===== src/rtl/ov_7670_capture_pkg.sv =====
// Shared types and default geometry for the OV7670 capture path.
// States and the 640x480 defaults live here so sub-blocks agree.
package ov_cam_pkg;

  typedef enum logic [1:0] {
    S_WAIT_INIT,
    S_WAIT_FRAME,
    S_ACTIVE
  } state_t;

  localparam int H_DEF = 640;
  localparam int V_DEF = 480;

endpackage


===== src/rtl/ov_7670_capture_if.sv =====
// Pixel write bus from the capture block into a frame buffer.
// master drives a pixel strobe with its address and coordinates.
interface ov_7670_capture_if #(
  parameter int ADDR_W = 19
);

  logic [15:0]       pix_data;
  logic              pix_valid;
  logic [ADDR_W-1:0] pix_addr;
  logic [9:0]        pix_x;
  logic [8:0]        pix_y;

  modport master (
    output pix_data,
    output pix_valid,
    output pix_addr,
    output pix_x,
    output pix_y
  );

  modport slave (
    input pix_data,
    input pix_valid,
    input pix_addr,
    input pix_x,
    input pix_y
  );

endinterface


===== src/rtl/ov_7670_capture_byte_pair.sv =====
// Pairs camera bytes into RGB565 words: first byte high, second low.
// The strobe is combinational on the second byte; the top registers it.
module ov_byte_pair (
  input  logic        clk,
  input  logic        reset_n,
  input  logic        i_clr,
  input  logic        i_en,
  input  logic [7:0]  i_d,
  output logic [15:0] o_pix,
  output logic        o_stb,
  output logic        o_phase
);

  logic       r_phase;
  logic [7:0] r_hi;

  always_ff @(posedge clk) begin
    if (!reset_n) begin
      r_phase <= 1'b0;
      r_hi    <= '0;
    end else if (i_clr) begin
      r_phase <= 1'b0;
    end else if (i_en) begin
      r_phase <= ~r_phase;
      if (!r_phase) r_hi <= i_d;
    end
  end

  assign o_pix   = {r_hi, i_d};
  assign o_stb   = i_en & r_phase & ~i_clr;
  assign o_phase = r_phase;

endmodule


===== src/rtl/ov_7670_capture.sv =====
// OV7670 RGB565 capture: frames gated by init/enable, pixels to a
// linear frame buffer with sticky line/frame geometry error flags.
module ov_7670_capture
  import ov_cam_pkg::*;
#(
  parameter int H_PIXELS = H_DEF,
  parameter int V_LINES  = V_DEF,
  parameter int ADDR_W   = 19
) (
  input  logic               clk,
  input  logic               reset_n,
  input  logic               init_done,
  input  logic               enable,
  input  logic               cam_vsync,
  input  logic               cam_href,
  input  logic [7:0]         cam_d,
  ov_7670_capture_if.master  pix,
  output logic               frame_start,
  output logic               frame_done,
  output logic               line_err,
  output logic               frame_err,
  output logic               busy
);

  localparam logic [9:0]        LP_H  = 10'(H_PIXELS);
  localparam logic [8:0]        LP_V  = 9'(V_LINES);
  localparam logic [ADDR_W-1:0] LP_HA = ADDR_W'(H_PIXELS);

  state_t r_state, w_next;

  logic              r_vs, r_vs_d, r_hs, r_href_q;
  logic [7:0]        r_d;
  logic [9:0]        r_x;
  logic [8:0]        r_y;
  logic [ADDR_W-1:0] r_addr, r_base;
  logic [15:0]       r_pd;
  logic              r_pv;
  logic [ADDR_W-1:0] r_pa;
  logic [9:0]        r_px;
  logic [8:0]        r_py;

  logic        w_href, w_href_fall, w_vs_fall, w_vs_rise;
  logic        w_start, w_done, w_active;
  logic        w_line_end, w_en, w_clr, w_wr;
  logic        w_stb, w_phase;
  logic [15:0] w_pix;
  logic [8:0]  w_y_nx;

  // href is only meaningful outside vertical blanking
  assign w_href      = r_hs & ~r_vs;
  assign w_href_fall = r_href_q & ~w_href;
  assign w_vs_fall   = r_vs_d & ~r_vs;
  assign w_vs_rise   = r_vs & ~r_vs_d;

  always_ff @(posedge clk) begin
    if (!reset_n) r_state <= S_WAIT_INIT;
    else          r_state <= w_next;
  end

  always_comb begin
    w_next   = r_state;
    w_start  = 1'b0;
    w_done   = 1'b0;
    w_active = 1'b0;
    unique case (r_state)
      S_WAIT_INIT: begin
        if (init_done) w_next = S_WAIT_FRAME;
      end
      S_WAIT_FRAME: begin
        if (!init_done) begin
          w_next = S_WAIT_INIT;
        end else if (w_vs_fall && enable) begin
          w_next  = S_ACTIVE;
          w_start = 1'b1;
        end
      end
      S_ACTIVE: begin
        if (!init_done) begin
          w_next = S_WAIT_INIT;
        end else begin
          w_active = 1'b1;
          if (w_vs_rise) begin
            w_next = S_WAIT_FRAME;
            w_done = 1'b1;
          end
        end
      end
      default: w_next = S_WAIT_INIT;
    endcase
  end

  assign w_line_end = w_active & w_href_fall;
  assign w_en       = w_active & w_href;
  assign w_clr      = w_start | w_line_end;
  assign w_wr       = w_stb & (r_x < LP_H) & (r_y < LP_V);
  assign w_y_nx     = (w_line_end && r_y != '1) ? r_y + 9'd1 : r_y;

  ov_byte_pair u_pair (
    .clk     (clk),
    .reset_n (reset_n),
    .i_clr   (w_clr),
    .i_en    (w_en),
    .i_d     (r_d),
    .o_pix   (w_pix),
    .o_stb   (w_stb),
    .o_phase (w_phase)
  );

  always_ff @(posedge clk) begin
    if (!reset_n) begin
      r_vs        <= 1'b0;
      r_vs_d      <= 1'b0;
      r_hs        <= 1'b0;
      r_href_q    <= 1'b0;
      r_d         <= '0;
      r_x         <= '0;
      r_y         <= '0;
      r_addr      <= '0;
      r_base      <= '0;
      r_pd        <= '0;
      r_pv        <= 1'b0;
      r_pa        <= '0;
      r_px        <= '0;
      r_py        <= '0;
      frame_start <= 1'b0;
      frame_done  <= 1'b0;
      line_err    <= 1'b0;
      frame_err   <= 1'b0;
    end else begin
      r_vs        <= cam_vsync;
      r_vs_d      <= r_vs;
      r_hs        <= cam_href;
      r_d         <= cam_d;
      r_href_q    <= w_href;
      r_pv        <= w_wr;
      frame_start <= w_start;
      frame_done  <= w_done;
      if (w_wr) begin
        r_pd   <= w_pix;
        r_pa   <= r_addr;
        r_px   <= r_x;
        r_py   <= r_y;
        r_addr <= r_addr + 1'b1;
      end
      if (w_stb && r_x != '1) r_x <= r_x + 10'd1;
      if (w_line_end) begin
        if (w_phase || r_x != LP_H) line_err <= 1'b1;
        r_x <= '0;
        r_y <= w_y_nx;
        // row base stops once past the last line so it cannot wrap
        if (r_y < LP_V) begin
          r_base <= r_base + LP_HA;
          r_addr <= r_base + LP_HA;
        end else begin
          r_addr <= r_base;
        end
      end
      if (w_done && w_y_nx != LP_V) frame_err <= 1'b1;
      if (w_start) begin
        r_x    <= '0;
        r_y    <= '0;
        r_addr <= '0;
        r_base <= '0;
      end
    end
  end

  assign pix.pix_data  = r_pd;
  assign pix.pix_valid = r_pv;
  assign pix.pix_addr  = r_pa;
  assign pix.pix_x     = r_px;
  assign pix.pix_y     = r_py;
  assign busy          = (r_state == S_ACTIVE);

endmodule


===== src/flat_wrapper.sv =====
// flat-port wrapper written by rule: the top's interface ports become plain ports
module ov_7670_capture_flat import ov_cam_pkg::*;
#(
  parameter int H_PIXELS = H_DEF,
  parameter int V_LINES  = V_DEF,
  parameter int ADDR_W   = 19
)
  (clk, reset_n, init_done, enable, cam_vsync, cam_href, cam_d, frame_start, frame_done, line_err, frame_err, busy, pix_pix_data, pix_pix_valid, pix_pix_addr, pix_pix_x, pix_pix_y);
  ov_7670_capture_if #(.ADDR_W(ADDR_W)) pix_i ();
  input  logic clk;
  input  logic reset_n;
  input  logic init_done;
  input  logic enable;
  input  logic cam_vsync;
  input  logic cam_href;
  input  logic [7:0] cam_d;
  output logic frame_start;
  output logic frame_done;
  output logic line_err;
  output logic frame_err;
  output logic busy;
  output wire logic [$bits(pix_i.pix_data)-1:0] pix_pix_data;
  output wire logic [$bits(pix_i.pix_valid)-1:0] pix_pix_valid;
  output wire logic [$bits(pix_i.pix_addr)-1:0] pix_pix_addr;
  output wire logic [$bits(pix_i.pix_x)-1:0] pix_pix_x;
  output wire logic [$bits(pix_i.pix_y)-1:0] pix_pix_y;
  assign pix_pix_data = pix_i.pix_data;
  assign pix_pix_valid = pix_i.pix_valid;
  assign pix_pix_addr = pix_i.pix_addr;
  assign pix_pix_x = pix_i.pix_x;
  assign pix_pix_y = pix_i.pix_y;
  ov_7670_capture #(.H_PIXELS(H_PIXELS), .V_LINES(V_LINES), .ADDR_W(ADDR_W)) u_core (.clk(clk), .reset_n(reset_n), .init_done(init_done), .enable(enable), .cam_vsync(cam_vsync), .cam_href(cam_href), .cam_d(cam_d), .pix(pix_i), .frame_start(frame_start), .frame_done(frame_done), .line_err(line_err), .frame_err(frame_err), .busy(busy));
endmodule

===== config.mk =====
export PLATFORM = sky130hd
export DESIGN_NAME = ov_7670_capture_flat
export DESIGN_NICKNAME = d
export VERILOG_FILES = /design/src/rtl/ov_7670_capture_pkg.sv /design/src/rtl/ov_7670_capture_if.sv /design/src/rtl/ov_7670_capture_byte_pair.sv /design/src/rtl/ov_7670_capture.sv /design/src/flat_wrapper.sv
export SDC_FILE = /design/constraint.sdc
export NUM_CORES = 1
export LEC_CHECK = 0
export ABC_AREA = 1
export BUFFER_PORTS_ARGS = -buffer_cell sky130_fd_sc_hd__buf_2
export CORE_MARGIN = 1
export CORE_UTILIZATION = 35
export CTS_BUF_LIST = sky130_fd_sc_hd__clkbuf_4 sky130_fd_sc_hd__clkbuf_8
export DETAILED_ROUTE_END_ITERATION = 16
export GPL_TIMING_DRIVEN = 0
export HOLD_SLACK_MARGIN = 0.1
export PLACE_DENSITY_LB_ADDON = 0.3
export SYNTH_ARGS = -nofsm -noshare
export SYNTH_HDL_FRONTEND = slang
export SYNTH_SLANG_ARGS = --single-unit

===== constraint.sdc =====
create_clock -name clk -period 2.2 [get_ports clk]
set_input_delay 0.66 -clock clk [delete_from_list [all_inputs] [get_ports clk]]
set_output_delay 0.66 -clock clk [all_outputs]
set_load 0.005 [all_outputs]

Word level (Yosys, flattened, before mapping)
Index checks and enable logic that the tools add are counted.
{"block": "totals", "input_bits": 14, "elab_cells": 84, "register_bits": 139}
{"block": "op_classes", "muxes": 18, "bitwise": 17, "n_reduce_logical": 13, "n_eq_ne": 9, "order_cmp": 2, "add_sub_neg": 4}
{"cell": "19-bit 2-to-1 mux", "count": 3}
{"cell": "10-bit inequality test (second input constant)", "count": 2}
{"cell": "19-bit by 1-bit adder with 19-bit output (second input constant)", "count": 1}
{"cell": "19-bit by 10-bit adder with 19-bit output (second input constant)", "count": 1}
{"cell": "9-bit inequality test (second input constant)", "count": 2}
{"cell": "10-bit by 1-bit adder with 10-bit output (second input constant)", "count": 1}
{"cell": "1-bit bitwise AND", "count": 10}
{"cell": "10-bit less-than comparator (second input constant)", "count": 1}
{"cell": "2-bit 2-to-1 mux", "count": 5}
{"cell": "9-bit by 1-bit adder with 9-bit output (second input constant)", "count": 1}
{"cell": "9-bit less-than comparator (second input constant)", "count": 1}
{"cell": "9-bit 2-to-1 mux", "count": 1}
{"cell": "1-bit 2-to-1 mux", "count": 8}
{"cell": "3-bit by 2-bit inequality test with 1-bit output (second input constant)", "count": 2}
{"cell": "1-bit inverter", "count": 6}
{"cell": "2-bit one-hot mux with 3 select lines", "count": 1}
{"cell": "3-bit AND reduction", "count": 2}
{"cell": "1-bit logical AND", "count": 4}
{"cell": "2-bit OR reduction", "count": 2}
{"cell": "3-bit OR reduction", "count": 1}
{"cell": "2-bit by 1-bit == test with 1-bit output (second input constant)", "count": 1}
{"cell": "2-bit == test (second input constant)", "count": 1}
{"cell": "2-bit zero test", "count": 1}
{"cell": "2-bit inequality test (second input constant)", "count": 1}
{"cell": "other kinds (4)", "count": 4}

Depth between registers and ports, before layout
Gate-level depths: netlist of the first run.
{"block": "logic_depth", "ltp_word": 13, "mapped_depth": 15, "ltp_nobuf": 15}

Cells and area by module
Synthesis of the first run repeated with hierarchy kept, for this count alone.
{"block": "hier_totals", "hier_cells": 809, "area_unflattened_um2": 5863.1}
{"module": "ov_7670_capture", "instances": 1, "cells_each": 742, "area_each_um2": 5403.9}
{"module": "ov_byte_pair", "instances": 1, "cells_each": 67, "area_each_um2": 459.2}

Worst setup path before layout of the first run
No wires, ideal clock.
{"block": "synth_path", "kind": "register to register", "start": "register u_core.r_y[0]", "end": "register u_core.frame_err", "setup_ns": 0.117, "t_arrival_ns": 1.768, "stages_incl_launch_ff": 16, "setup_slack_ns": 0.315, "n_path_buf": 0, "cell_sequence": "dfxtp_1 ha_1 nand3_1 nor2_1 nand2_1 nor2_1 ha_1 inv_1 nand3_1 nand2_1 nand2_1 nand2_1 nor2_1 nand2_1 o21bai_1 nand2_1"}
{"block": "synth_via", "elab_chain_cells": 5, "elab_cells_between_ends": 6}
{"element": "from (decl)", "line": "ov_7670_capture.sv:34", "text": "logic [8:0] r_y;"}
{"element": "from (signal assigned)", "line": "ov_7670_capture.sv:149", "text": "r_y <= w_y_nx;"}
{"element": "parallel branches: the longest is 2 deep, another holds 9-bit by 1-bit adder with 9-bit output"}
{"element": "9-bit 2-to-1 mux (*)", "line": "ov_7670_capture.sv:96", "text": "assign w_y_nx = (w_line_end && r_y != '1) ? r_y + 9'd1 : r_y;"}
{"element": "9-bit inequality test (*)", "line": "ov_7670_capture.sv:158", "text": "if (w_done && w_y_nx != LP_V) frame_err <= 1'b1;"}
{"element": "1-bit logical AND (*)", "line": "ov_7670_capture.sv:158"}
{"element": "to (signal assigned)", "line": "ov_7670_capture.sv:128", "text": "frame_err <= 1'b0;"}
{"element": "to (signal assigned)", "line": "ov_7670_capture.sv:158"}
{"element": "to (decl)", "line": "ov_7670_capture.sv:21", "text": "output logic frame_err,"}
Mark *: on every way between the ends.
A chain may end at the register's enable or synchronous reset.

Worst setup path after layout of the first run
Ends and elaborated chain as after synthesis.

==> results of run 1 <==
[logic make-up (layout without fill, tap and decap cells)]
kind of cell / after synthesis / after routing / share of synthesized area
AND/OR/NAND/NOR: 332 / 333 / 0.2512
AO/OA/AOI/OAI: 178 / 178 / 0.1674
flip-flops: 132 / 132 / 0.4621
buffers and inverters: 124 / 229 / 0.09234
XOR/XNOR: 9 / 9 / 0.01379
adder cells (fa/ha/maj): 6 / 6 / 0.01313
[repair_timing]
item | in CTS | in global routing
setup buffers | 0 | 2
endpoints found under the hold margin | 0 | 0
cloned | 0 | 1
gates resized for setup | 1 | 9
setup endpoints to repair | 1 | 1
pin swaps | 0 | 2
[cells in the mapped netlist, types with 5 or more instances]
cell	n	area, um2
a21oi_1	66	330.3
buf_2	9	45.04
buf_4	5	37.54
clkbuf_1	12	45.04
dfxtp_1	132	2643
ha_1	6	75.07
inv_1	86	322.8
inv_2	5	18.77
nand2_1	139	521.8
nand3_1	46	230.2
nand4_1	6	37.54
nor2_1	113	424.2
nor3_1	14	70.07
o21ai_0	75	375.4
o21ai_1	11	55.05
o22ai_1	9	56.30
xor2_1	7	61.31
[stage by stage]
| step | instance area, um2 | utilization | hold slack, ns |
|---|---|---|---|
| final | 6807 | 0.4269 | 0.3662 |
| after CTS | 6749 | 0.4233 | 0.3407 |
| after floorplan | 5718 | - | 0.4192 |
| after detailed placement | 6349 | 0.3982 | 0.4297 |
| after global routing | 6807 | 0.4269 | 0.3672 |
| after global placement | 6349 | 0.3982 | 0.4289 |
[per-layer routing]
layer | wire, um | up-vias | share of wire | global-route usage
met5 | 0 | - | 0 | 0
met4 | 376 | 0 | 0.025 | 0.09302
met3 | 692 | 25 | 0.046 | 0.03731
met2 | 6816 | 136 | 0.46 | 0.2979
met1 | 7065 | 2423 | 0.47 | 0.2494
li1 | - | 2751 | - | -
[flip-flops by register name (all words and copies together) (netlist names), 9 cells and up]
name / flops
u_core.r_base: 12
u_core.pix.pix_data: 16
u_core.pix.pix_addr: 19
u_core.pix.pix_x: 10
u_core.pix.pix_y: 9
u_core.r_addr: 19
u_core.r_y: 9
u_core.r_x: 10
[path summary, 6_finish.rpt]
check                                           startpoint                       endpoint  slack (ns)  depth (start not counted)
worst max-delay path            u_core.r_y[0]$_SDFFE_PP0P_  u_core.frame_err$_SDFFE_PN0P_        0.17                         15
worst min-delay path                              cam_d[1]       u_core.r_d[1]$_SDFF_PN0_        0.37                          3
worst max register to register  u_core.r_y[0]$_SDFFE_PP0P_  u_core.frame_err$_SDFFE_PN0P_        0.17                         15
worst min register to register      u_core.r_vs$_SDFF_PN0_       u_core.r_vs_d$_SDFF_PN0_        0.43                          2
[report_power, final]
part / total [mW] / internal [mW] / switching (mW) / leakage [nW]
Combinational: 0.102 / 0.0285 / 0.0732 / 1.62
Clock: 2.06 / 1.03 / 1.03 / 0.187
Sequential: 2.41 / 2.40 / 0.00686 / 1.07
Total: 4.56 / 3.46 / 1.11 / 2.88
[worst min-delay path, stage by stage]
cell and delay, ns:
buf_2 0.07, nand2_1 0.04, inv_1 0.04
[area by class of cell]
type,count,area share
buffer,32,0.02684
clock buffer,18,0.03548
clock inverter,13,0.02261
inverter,92,0.05074
multi-input combinational,526,0.3809
sequential,132,0.3886
tap,216,0.03971
timing repair buffer,74,0.05515
==> results.md, run 1 <==
* IO Count at 74
* Final WS setup at 0.1693 ns
* Most used cell along the critical path: nand2_1
* DP HPWL at 10780 um
* Synth cell types at 39
* Slowest library cell on the worst path: dfxtp_2
* Final wirelength at 14950 um
* CTS tree: yes
* Measured slew at the worst slew-check pin at 0.6570 ns
* Die W at 129.8 um
* Tcrit/Tclk final at 0.9230
* CTS Buf Count at 17
* WL/cell at 13.55 um
* Core area at 15940 um2
* Clock Sinks at 132
* DR DRC count at 0
* Pwr per Cell Area at 670.5 nW/um2
* Max_cap viols at 0
* Commonest non-fill, non-tap cell in the layout: nand2_1
* Root Buffer: clkbuf_8
* Final GP Congestion at 0.8866
* Critical Path Max Stage Delay at 0.35 ns
* Nets at 895
* Post-synthesis cell area at 5718 um2
* Status: finished, final reports clean
* Hold Crit Class: input port to register
* Setup Skew at 0.01239 ns
* Critical path type: register to register
* 1st-pass router iterations at 5
* Hold_buf cts at 0
* Row cnt at 46
* Post-synth EDFFs at 0
* Number of I/O port buffers at 72
* Total Neg Setup Slack at 0 ns
* Syn_area_per_cell at 7.321 um2
* GRT Resource Usage Total at 0.1898
* Layout cells sized above 1 at 0.1747
* Setup violators final at 0
* Congestion Overflow GR at 0
* Final Max Slew Viols at 0
* CTS clk-pin slew, worst paths at 0.08 ns
* Final Hold Vio Count at 0
* Final min period at 2.031 ns
* Mapped Cells at 781
* Clk buf depth at 2
* Drt first-iter violations at 318
* Die footprint at 16850 um2
* CP Cell Sequence: ha_4 -> nand3_1 -> nor2_1 -> nand2_1 -> nor2_2 -> ha_2 -> inv_2 -> nand3_4 -> buf_4 -> nand2_1 -> nand2_1 -> nor2_1 -> nand2_1 -> o21bai_1 -> nand2_1
* Starting Density at 0.3587
* Via count at 5335
* Area Overhead vs Synth at 19.04%
* Place WS at -0.1277 ns
* Rel. slew slack at 0.5620
* Crit-path max FO at 6
* Leak Pwr at 2.878 nW
* Wire length of the first global-routing pass at 24460 um
* Asr flop ratio synth at 0
* Dpl cells at 1069
* CP bufs+invs at 2
* Antenna Cells at 0
* H-tree depth at 4
* Die height at 129.8 um
* CP Data Arrival Time at 2.39 ns
* CP top delay family: simple AND/OR/NAND/NOR gates
* Synthesized Nets at 801
* Commonest cells after routing, fill and taps aside: 139 x nand2_1, 130 x dfxtp_1, 112 x nor2_1
* CP endpoint kind: register
* Vias in the first global route at 4930
* Max Fclk at 492.4 MHz
* Required @ worst endpoint at 2.56 ns
* RSZ-0062 raised after global routing: no
* Post-route ant nets at 0
* Peak VDD IR at 0.0003136 V
* Post-synth top flop: dfxtp_1
* Footprint of the multi-input gates at 2592 um2
* Finished Layout Cells at 1103
* Largest net degree at the start of global routing at 17
* Post-synthesis sequential area ratio at 0.4621
* Total chip power at 4.564 mW
* Vias per std cell at 4.837
* Insertion delay to the later sink of the worst-skew pair at 0.46 ns
* Fillers at 1620
* FF+latch count, synth at 132
* Register cell area after layout at 2645 um2
* Startpoint types: register
* YS warnings at 0
* Antenna violations before repair at 0
No activity file was read; power rests on OpenSTA's default activity.
==> inputs of run 2 (changes only) <==
--- a/config.mk
+++ b/config.mk
@@ -9,2 +9,3 @@
 export BUFFER_PORTS_ARGS = -buffer_cell sky130_fd_sc_hd__buf_2
+export CORE_ASPECT_RATIO = 1.25
 export CORE_MARGIN = 1
==> constraint.sdc (replaced) <==
create_clock -name clk -period 2.2 [get_ports clk]
set_input_delay 0.11 -clock clk [delete_from_list [all_inputs] [get_ports clk]]
set_output_delay 0.11 -clock clk [all_outputs]
set_load 0.005 [all_outputs]
==> run 2 against run 1 <==
  * Sequential share of layout area decreased by 0.56 points
  * Non-clock buffer count grew 14
  * First-iteration DRC count increased by 20%
  * Hold slack lost 0.16 ns
  * Die area about the same
  * Clock-buffer cell count up 3
  * Fmax shrank 1.3%
  * Clock skew fell by 0.0014 ns
  * Largest cell class unchanged
  * Critical path type unchanged
  * Highest routed layer unchanged
  * Utilization grew 1.1 points
  * Total power decreased by 1.6%
  * Setup slack worse by 0.027 ns
  * Critical endpoint unchanged
==> results.md, run 2 (synthesized netlist as in run 1, its figures left out) <==
* Final instance area at 6907 um2
* Root Buffer: clkbuf_8
* M1 WL at 7032 um
* Max_cap viols at 0
* DR DRC count at 0
* Tcrit/Tclk final at 0.9352
* Most used cell along the critical path: nand2_1
* CP bufs+invs at 1
* GRT Resource Usage Total at 0.1872
* Met2 Wirelength at 7039 um
* Slowest library cell on the worst path: dfxtp_2
* Vias per std cell at 4.820
* Post-route ant nets at 0
* Peak VDD IR at 0.0003585 V
* Place WS at -0.08672 ns
* Area Overhead vs Synth at 20.79%
* Final wirelength at 15190 um
* Top Metal Used: met4
* Layout cells sized above 1 at 0.1720
* Final min period at 2.057 ns
* Hold Crit Class: input port to register
* WL/cell at 13.65 um
* Placed cell areas at 6344 um2
* Measured slew at the worst slew-check pin at 0.6845 ns
* Post-layout util at 0.4382
* Clock Sinks at 132
* Final WS setup at 0.1425 ns
* Pwr per Cell Area at 650.1 nW/um2
* Rel. slew slack at 0.5436
* Setup Skew at 0.01103 ns
* Final Hold Vio Count at 0
* CTS tree: yes
* Starting Density at 0.3628
* Crit-path max FO at 6
* Commonest cells after routing, fill and taps aside: 139 x nand2_1, 130 x dfxtp_1, 113 x nor2_1
* Core area at 15760 um2
* Nets at 908
* CTS clk-pin slew, worst paths at 0.08 ns
* DP HPWL at 10860 um
* Met3 WL post-DR at 826 um
* 1st-pass router iterations at 5
* Final Max Slew Viols at 0
* IO Count at 74
* Max Fclk at 486.0 MHz
* CP endpoint kind: register
* CTS Buf Count at 17
* CP Cell Sequence: ha_2 -> nand3_1 -> nor2_1 -> nand2_1 -> nor2_1 -> ha_2 -> inv_2 -> nand3_4 -> nand2_1 -> nand2_1 -> nand2_1 -> nor2_1 -> nand2_1 -> o21bai_1 -> nand2_1
* Die footprint at 16860 um2
* CP Data Arrival Time at 2.41 ns
* Final GP Congestion at 0.8634
* Critical path type: register to register
* Die W at 116.3 um
* Commonest non-fill, non-tap cell in the layout: nand2_1
* Leak Pwr at 2.942 nW
* CP top delay family: simple AND/OR/NAND/NOR gates
* Vias in the first global route at 4822
* Antenna Cells at 0
* Status: finished, final reports clean
* Number of I/O port buffers at 72
* Wire length of the first global-routing pass at 24500 um
* Total chip power at 4.490 mW
* Congestion Overflow GR at 0
* Finished Layout Cells at 1113
* Die height at 144.9 um
* Via count at 5365
* Clk buf depth at 2
* Dpl cells at 1065
* Required @ worst endpoint at 2.56 ns
* Drt first-iter violations at 381
* Largest net degree at the start of global routing at 17
* Total Neg Setup Slack at 0 ns
* H-tree depth at 4
* Insertion delay to the later sink of the worst-skew pair at 0.45 ns
* Hold slack at 0.2026 ns
* Setup violators final at 0
* Startpoint types: register
* Antenna violations before repair at 0
* Critical Path Max Stage Delay at 0.36 ns
* Row cnt at 51
[run 2: final timing paths]
| path | start | endpoint | slack [ns] | depth (start not counted) |
|---|---|---|---|---|
| setup / recovery | u_core.r_y[0]$_SDFFE_PP0P_ | u_core.frame_err$_SDFFE_PN0P_ | 0.14 | 15 |
| hold / removal | reset_n | u_core.pix.pix_x[8]$_SDFFE_PN0P_ | 0.20 | 3 |
| setup reg to reg | u_core.r_y[0]$_SDFFE_PP0P_ | u_core.frame_err$_SDFFE_PN0P_ | 0.14 | 15 |
| hold reg to reg | u_core.r_vs$_SDFF_PN0_ | u_core.r_vs_d$_SDFF_PN0_ | 0.44 | 2 |
[run 2: layer usage]
metal	vias to the layer above	global-route usage
met5	-	0
met4	0	0.07372
met3	27	0.04428
met2	150	0.2959
met1	2422	0.2422
li1	2766	-
[run 2: worst reg2reg max path: stages, from the launching register on]
cell,delay [ns]
dfxtp_2,0.36
ha_2,0.21
nand3_1,0.11
nor2_1,0.11
nand2_1,0.07
nor2_1,0.12
ha_2,0.21
inv_2,0.07
nand3_4,0.12
nand2_1,0.06
nand2_1,0.10
nand2_1,0.06
nor2_1,0.09
nand2_1,0.09
o21bai_1,0.13
nand2_1,0.05
[run 2: layout make-up]
cell class,instances,area (um2)
Clock inverter,11,102.6
Sequential cell,132,2645
Fill cell,1632,8855
Buffer,32,182.7
Tap cell,212,265.3
Timing Repair Buffer,88,513.0
Clock buffer,21,276.5
Inverter,92,345.3
Multi-Input combinational cell,525,2576
[run 2: power by group]
group	internal [mW]	total, mW	switching (mW)
clock	0.980	1.96	0.982
sequential	2.40	2.41	0.00667
combinational	0.0439	0.121	0.0772
total	3.42	4.49	1.07
[run 2: timing repair]
item | 4_1_cts | 5_1_grt
endpoints found under the setup margin | 1 | 3
hold buffers | 13 | 0
hold endpoints to repair | 14 | 0
pin swaps | 0 | 0
setup buffers | 0 | 3
gates resized for setup | 1 | 8
==> inputs of run 3 (changes only) <==
Settings changed: GPL_TIMING_DRIVEN 0 to unset.
Clock period 2.2 ns to 2.48 ns, I/O delays scaled along.
==> run 3 against run 2 <==
  * Critical path depth down 2
  * Sequential share of layout area up 0.39 points
  * Non-clock buffer count fell by 15
  * Cell count fell by 1.5%
  * Register-to-register slack better by 0.23 ns
  * Clock power fell by 15%
  * Critical path type unchanged
  * Design area shrank 1.1%
  * Die area unchanged
  * Routed wire length shrank 8.1%
  * Total power decreased by 13%
==> results.md, run 3 (synthesized netlist as in run 1, its figures left out) <==
* Status: finished, final reports clean
* Clk buf depth at 2
* Antenna violations before repair at 0
* CP Data Arrival Time at 2.50 ns
* Slowest library cell on the worst path: nor3_1
* H-tree depth at 4
* Die height at 144.9 um
* GRT Resource Usage Total at 0.1765
* Final wirelength at 13970 um
* FF-to-FF path depth at 13
* Pwr per Cell Area at 572.3 nW/um2
* Post-route ant nets at 0
* Area Overhead vs Synth at 19.45%
* Wire length of the first global-routing pass at 23340 um
* Final Hold Vio Count at 0
* M1 WL at 6693 um
* DR DRC count at 0
* Nets at 893
* Final Max Slew Viols at 0
* Startpoint types: register
* Measured slew at the worst slew-check pin at 0.6158 ns
* Setup violators final at 0
* Antenna Cells at 0
* Hold Crit Class: input port to register
* Total Neg Setup Slack at 0 ns
* CP Cell Sequence: ha_1 -> nand3_1 -> nor2_1 -> nand2_1 -> nor2_1 -> ha_1 -> nor3_1 -> nand2_1 -> nand2_1 -> nor2_1 -> nand2_1 -> o21bai_1 -> nand2_1
* Final GP Congestion at 0.8504
* Vias per std cell at 4.768
* Critical Path Max Stage Delay at 0.53 ns
* Met3 WL post-DR at 675 um
* Most used cell along the critical path: nand2_1
* Number of I/O port buffers at 73
* Vias in the first global route at 4820
* Setup Skew at 0.009452 ns
* Leak Pwr at 2.887 nW
* IO Count at 74
* Worst Hold Depth at 4
* Tcrit/Tclk final at 0.8499
* Met2 Wirelength at 6380 um
* Core area at 15760 um2
* Top Metal Used: met4
* CTS Buf Count at 17
* Insertion delay to the later sink of the worst-skew pair at 0.44 ns
* CTS clk-pin slew, worst paths at 0.07 ns
* Required @ worst endpoint at 2.87 ns
* CP endpoint kind: register
* Via count at 5226
* Clock Sinks at 132
* Layout cells sized above 1 at 0.1561
* CTS tree: yes
* Post-layout util at 0.4334
* Critical path type: register to register
* Root Buffer: clkbuf_8
* DP HPWL at 9675 um
* Rel. slew slack at 0.5863
* Commonest cells after routing, fill and taps aside: 139 x nand2_1, 132 x dfxtp_1, 113 x nor2_1
* Final min period at 2.108 ns
* Congestion Overflow GR at 0
* Max_cap viols at 0
* WL/cell at 12.74 um
* Crit-path max FO at 5
* 1st-pass router iterations at 5
* RSZ-0062 raised after global routing: no
* Peak VDD IR at 0.0003523 V
* Die footprint at 16860 um2
* Largest net degree at the start of global routing at 36
* Starting Density at 0.3628
* Row cnt at 51
* Commonest non-fill, non-tap cell in the layout: nand2_1
* Drt first-iter violations at 240
* Max Fclk at 474.4 MHz
* Die W at 116.3 um
run 3: cell count changes in the layout (fill, tap and decap cells not counted), moves of 4 or more:
| cell | previous run | this run |
|---|---|---|
| buf_2 | 81 | 73 |
| buf_6 | 4 | 0 |
| clkbuf_1 | 12 | 0 |
| dlygate4sd3_1 | 13 | 19 |
| buf_4 | 8 | 12 |
run 3: worst paths after layout:
check / from / to / slack, ns
setup / recovery: u_core.r_y[0]$_SDFFE_PP0P_ / u_core.frame_err$_SDFFE_PN0P_ / 0.37
hold / removal: cam_d[7] / u_core.r_d[7]$_SDFF_PN0_ / 0.39
setup reg to reg: u_core.r_y[0]$_SDFFE_PP0P_ / u_core.frame_err$_SDFFE_PN0P_ / 0.37
hold reg to reg: u_core.r_vs$_SDFF_PN0_ / u_core.r_vs_d$_SDFF_PN0_ / 0.44
run 3: per-stage QoR:
stage	cells	setup slack, ns	hold WS [ns]	area [um2]	total power, mW
finish	1096	0.3722	0.3920	6830	3.909
global route	1096	0.1009	0.3797	6830	4.072
global placement	1047	0.3641	0.3037	6276	2.271
detailed placement	1047	0.3106	0.3074	6276	2.270
CTS	1096	0.2757	0.3573	6825	3.969
floorplan	781	0.5955	0.2216	5718	2.238
run 3: area by class of cell:
cell class / count / area [um2]
Clock buffer: 21 / 276.5
Clock inverter: 9 / 82.58
Fill cell: 1634 / 8931
Inverter: 92 / 345.3
Multi-Input combinational cell: 525 / 2552
Sequential cell: 132 / 2643
Tap cell: 212 / 265.3
Timing Repair Buffer: 105 / 665.6
run 3: layer usage:
layer / GRT usage / vias up
li1: - / 2735
met1: 0.2395 / 2349
met2: 0.2683 / 125
met3: 0.03926 / 17
met4: 0.06987 / 0
met5: 0 / -
run 3: worst max-delay path, delay by kind of cell, from the launching register on:
kind | cells | cell delay, ns
DFF | 1 | 0.33
AOI/OAI and AO/OA | 1 | 0.07
adders and majority gates | 2 | 0.43
and+or+nand+nor | 10 | 1.23
run 3: power breakdown:
group	internal, mW	total [mW]	switching, mW
registers	2.13	2.14	0.00624
clock network	0.848	1.66	0.816
logic	0.0456	0.109	0.0637
run 3: repair_timing:
action / in CTS / in global routing
endpoints found under the setup margin: 0 / 1
resized for setup: 0 / 1
setup buffers: 0 / 0
endpoints found under the hold margin: 14 / 0
hold buffers: 19 / 0
